[src/rtl/timer_multi.sv]
// rtl/timer_multi.sv - NUM_CH independent programmable one-shot/periodic timers
//
// Purpose:
//   Each channel counts down a latched period and emits a one-cycle expiry
//   pulse. Channels run in one-shot or periodic mode and can be restarted or
//   aborted at any time. Control FSMs issue the START/STOP strobes and use
//   PULSE as a timeout or tick event.
//
// Ports:
//   clk_i       system clock, rising edge
//   rst_i       asynchronous reset, active-high
//   start_i     per-channel start/restart strobe
//   stop_i      per-channel abort strobe (wins over start_i)
//   periodic_i  per-channel mode, sampled with start_i (1 = periodic)
//   period_i    per-channel period, channel i at [i*WIDTH +: WIDTH]
//   pulse_o     per-channel one-cycle expiry pulse, registered
//   busy_o      per-channel RUN indication, registered
//
// Optional feature macro: PRESCALE_EN
//   Defined: a shared divide-by-PRESCALE_DIV tick gates counting and expiry.
//   Undefined: every clock edge is a counting edge.

module timer_multi #(
    parameter int NUM_CH       = 4,
    parameter int WIDTH        = 21,
    parameter int PRESCALE_DIV = 4
) (
    input  logic                    clk_i,
    input  logic                    rst_i,
    input  logic [NUM_CH-1:0]       start_i,
    input  logic [NUM_CH-1:0]       stop_i,
    input  logic [NUM_CH-1:0]       periodic_i,
    input  logic [NUM_CH*WIDTH-1:0] period_i,
    output logic [NUM_CH-1:0]       pulse_o,
    output logic [NUM_CH-1:0]       busy_o
);

    typedef enum logic {
        ST_IDLE = 1'b0,
        ST_RUN  = 1'b1
    } state_e;

    localparam logic [WIDTH-1:0] ONE = WIDTH'(1);

    if (NUM_CH < 1 || PRESCALE_DIV < 2) begin : g_bad_param
        $error("timer_multi: NUM_CH must be >= 1 and PRESCALE_DIV >= 2");
    end

    // Shared counting-edge enable.
    logic tick;

`ifdef PRESCALE_EN
    localparam int PW = (PRESCALE_DIV > 1) ? $clog2(PRESCALE_DIV) : 1;
    localparam logic [PW-1:0] PRE_LAST = PW'(PRESCALE_DIV - 1);

    logic [PW-1:0] pre_q;

    always_ff @(posedge clk_i or posedge rst_i) begin
        if (rst_i) begin
            pre_q <= '0;
        end else if (pre_q == PRE_LAST) begin
            pre_q <= '0;
        end else begin
            pre_q <= pre_q + PW'(1);
        end
    end

    assign tick = (pre_q == PRE_LAST);
`else
    assign tick = 1'b1;
`endif

    for (genvar i = 0; i < NUM_CH; i++) begin : g_ch
        state_e           state_q, state_d;
        logic [WIDTH-1:0] rem_q, rem_d;
        logic [WIDTH-1:0] n_q, n_d;
        logic [WIDTH-1:0] period_slice;
        logic [WIDTH-1:0] start_n;
        logic             mode_q, mode_d;
        logic             pulse_q, pulse_d;
        logic             busy_q;

        assign period_slice = period_i[i*WIDTH +: WIDTH];
        // A zero period behaves as a period of one.
        assign start_n = (period_slice == '0) ? ONE : period_slice;

        always_comb begin
            state_d = state_q;
            rem_d   = rem_q;
            n_d     = n_q;
            mode_d  = mode_q;
            pulse_d = 1'b0;
            // Priority: stop, then (re)start, then counting. A restart or stop
            // on the expiry edge therefore suppresses that pulse.
            if (stop_i[i]) begin
                state_d = ST_IDLE;
            end else if (start_i[i]) begin
                n_d     = start_n;
                mode_d  = periodic_i[i];
                rem_d   = start_n - ONE;
                state_d = ST_RUN;
            end else if (state_q == ST_RUN && tick) begin
                if (rem_q != '0) begin
                    rem_d = rem_q - ONE;
                end else begin
                    pulse_d = 1'b1;
                    if (mode_q) begin
                        rem_d = n_q - ONE;
                    end else begin
                        state_d = ST_IDLE;
                    end
                end
            end
        end

        always_ff @(posedge clk_i or posedge rst_i) begin
            if (rst_i) begin
                state_q <= ST_IDLE;
                rem_q   <= '0;
                n_q     <= '0;
                mode_q  <= 1'b0;
                pulse_q <= 1'b0;
                busy_q  <= 1'b0;
            end else begin
                state_q <= state_d;
                rem_q   <= rem_d;
                n_q     <= n_d;
                mode_q  <= mode_d;
                pulse_q <= pulse_d;
                busy_q  <= (state_d == ST_RUN);
            end
        end

        assign pulse_o[i] = pulse_q;
        assign busy_o[i]  = busy_q;
    end

endmodule

[config.mk]
export PLATFORM = sky130hd
export DESIGN_NAME = timer_multi
export DESIGN_NICKNAME = d
export VERILOG_FILES = /design/src/rtl/timer_multi.sv
export SDC_FILE = /design/constraint.sdc
export NUM_CORES = 1
export LEC_CHECK = 0
export BUFFER_PORTS_ARGS = -buffer_cell sky130_fd_sc_hd__buf_2
export CORE_ASPECT_RATIO = 2
export CORE_MARGIN = 2
export CORE_UTILIZATION = 60
export DETAILED_ROUTE_END_ITERATION = 8
export PLACE_DENSITY_LB_ADDON = 0.08
export SYNTH_ARGS = -nofsm -noshare
export SYNTH_HDL_FRONTEND = slang
export SYNTH_SLANG_ARGS = --single-unit
[constraint.sdc]
create_clock -name clk_i -period 7.5 [get_ports clk_i]
set_clock_uncertainty 0.1 [all_clocks]
set_input_delay 0.375 -clock clk_i [delete_from_list [all_inputs] [get_ports clk_i]]
set_output_delay 0.375 -clock clk_i [all_outputs]
set_load 0.005 [all_outputs]
==> flow_summary.toml <==
[power_and_ir_drop]
p_sw_mw = 0.9164
p_comb_share_pct = 21.7
fin_total_pwr_mw = 2.861
leakagePower_nw = 5.232
power_frac_clock_pct = 33.3
p_per_area_nw_per_um2 = 231.6
seqPwrFrac_pct = 45.0
swShare_pct = 32.03
ir_drop_mv = 0.1653
intPower_mw = 1.945

[synth]
yosys-top-cells-area = "dfrtp_1 40%, nand2_1 8.3%, mux2_2 4.2%"
syn_inst = 1322
synth-seq-cells = 180
synth_top_family_by_area = "simple AND/OR/NAND/NOR gates"
synth_mux_area_share_pct = 5.722
syn_avg_cell_area_sq_um = 8.486
yosysMostFrequentCell = "nand2_1"
ys_seq_area_share_pct = 40.15
yosys.area.top_type_share_pct = 40.15
yosys.area.top_type = "dfrtp_1"
yosysWarnings = 0
synth-main-ff-cell = "dfrtp_1"
ys_types = 84
synth.cell_area_sq_um = 11220
synth-async-reset-ratio_pct = 100.0
synth_nets = 1424
synth_edf_count = 0
synth_compound_area_share_pct = 21.48
synthAdderAreaFrac_pct = 0.4461
yosys.area_share.xor_xnor_pct = 3.904
yosys.area_share.simple_pct = 24.14
synth_common_cells = "248 x nand2_1, 180 x dfrtp_1, 98 x nor2_1, 61 x a21oi_1, 58 x o21ai_1"

[worst_setup_path]
worstPathRequired_ps = 7770
worstPathArrival_ps = 4010
cp_num_buf_inv = 0
r2r_end = "g_ch[3].rem_q[20]"
r2r-start = "g_ch[3].rem_q[19]"
cp_slowest_cell = "or4_1"
criticalPathCategory = "reg -> reg"
cp_cell_sequence = "nor4_1, and3_1, a311o_1, nand2_1, ha_1, nand2_1, nor4_2, nand3_1, or4_1, a31oi_1"
r2r_slack_ps = 3760
cp-end-kind = "register"
worstSetupStartpointType = "register"
cp_max_fo = 13
cpMostUsedCell = "nand2_1"
cp_top_family = "simple AND/OR/NAND/NOR gates"
worst_r2r_path_depth = 10
max_stage_delay_ps = 620

[timing]
holdWs_ps = -4.310
tightest_slew_ps = 1180
period_share_pct = 49.92
relSlewSlack_pct = 21.06
setup_viol = 0
fin_tns_setup_ps = 0
drv_slew = 0
period_needed_ps = 3744
rsz0062_at_grt = "no"
max_freq_mhz = 267.1
hold_viol_final = 4

[floorplanning]
coreArea_sq_um = 18310
die-area_sq_um = 19870
dieWidth_um = 100.7
floorplan.initialDensity_pct = 61.29
die_y_um = 197.4
io_pins = 106
placementRows = 70

[global_routing]
grt_usage_pct = 32.14
antenna_found_initial = 0
grt-ovfl-total = 0
grt_start_max_net_pins = 127
grt_busiest_layer = "met2"
grt_pass1_wl_um = 50900
grt_pass1_vias = 10530
grt_use_met1_pct = 37.48
grt_util_met3_pct = 4.211
gr-usage-met2_pct = 55.65

[run_status]
failed_checks = "negative hold slack"
status = "finished with violations"

[routing]
wl_per_cell_um = 19.45
dr.first_iter.drc_count = 603
viasPerCell = 6.567
vias = 10560
wirelength_um = 31280
firstDrtPassIters = 5
drtAntennaViolNets = 0
drc_errors = 0

[cells_and_area]
fin_nets = 1481
diodes = 0
drive_above_1_share_pct = 16.02
syn2layout_area_growth_pct = 10.12

[cts]
cts_buffer_depth = 2
cts_sinks = 180
cts_resized = 0
h-tree-depth = 4
holdBufCountCts = 0
worst_skew_pair.late_latency_ps = 440
numCtsBuffers = 17
cts_tree = "done"
post-cts-setup-buffers = 0
clk_pin_slew_ps = 70
cts_root_buf = "clkbuf_16"

[placement]
port_buffers = 105
post-dp-hpwl_um = 21590
gp_congestion = 0.9542

[worst_hold_path]
hold_path.class = "in -> async"

[job]
maxCapViolCount = 0
==> cells by family (layout without fill, tap and decap cells) <==
kind of cell | Yosys count | in the layout
muxes | 58 | 58
and+or+nand+nor | 569 | 569
buffers and inverters | 101 | 171
xor gates and xnor gates | 50 | 50
DFF | 180 | 180
adders and majority gates | 4 | 4
AOI/OAI and AO/OA | 360 | 360
==> per-layer routing <==
metal  routed length (um)  up-vias
met5                    0        -
li1                     -     4942
met3                 1916      118
met1                11750     5025
met4                 1459        0
met2                16150      474
==> layout make-up <==
| class | count | area (sq um) |
|---|---|---|
| multi-input cells | 1041 | 6257 |
| fillers | 1600 | 5952 |
| flip-flops and latches | 180 | 4504 |
| repair buffers | 116 | 608.1 |
| clock buffers | 21 | 470.5 |
| well taps | 216 | 270.3 |
| clock inverters | 11 | 147.6 |
| inverters | 23 | 95.09 |
==> state kept, by name (all words and copies together) (netlist names) <==
register / count
g_ch.rem_q: 84
g_ch.pulse_q: 4
g_ch.n_q: 84
g_ch.busy_q: 4
g_ch.mode_q: 4
==> placed cells by master, fill, tap and decap left out, drive strengths merged, types with 19 or more instances in the layout <==
master    n
inv      24
nand3    26
buf     116
nor2     98
a21oi    61
clkbuf   21
xnor2    34
dfrtp   180
nor3     38
mux2     49
nand4    19
a31oi    33
nor4     38
nand2b   29
nand2   249
o21ai   113
==> worst max-delay path by stage <==
stage,startpoint,to,slack [ps],cells after the start
floorplan,rst_i,g_ch[0].busy_q,2140,1
global placement,start_i[1],g_ch[1].rem_q[20],3800,12
detailed placement,start_i[1],g_ch[1].rem_q[20],3660,12
CTS,g_ch[3].rem_q[0],g_ch[3].rem_q[20],3840,10
global route,g_ch[0].rem_q[12],g_ch[0].rem_q[5],3510,7
finish,g_ch[3].rem_q[19],g_ch[3].rem_q[20],3760,10
==> power groups by stage <==
stage	Clock, mW	Sequential (mW)	Combinational [mW]
floorplan	0	1.25	0.475
global placement	0	1.29	0.599
detailed placement	0	1.30	0.614
CTS	0.960	1.28	0.617
global route	0.993	1.31	0.699
finish	0.954	1.29	0.621
==> per-stage QoR <==
stage	setup WS [ps]	area, sq um	hold slack (ps)	cells	utilization, %
after floorplan	2138	11220	345.3	1322	-
after global placement	3800	11740	358.6	1576	64.11
after detailed placement	3663	11740	362.7	1576	64.11
after CTS	3842	12350	15.54	1608	67.48
after global routing	3509	12350	44.75	1608	67.48
final	3756	12350	-4.310	1608	67.48
(Power assumes the default switching activity.)
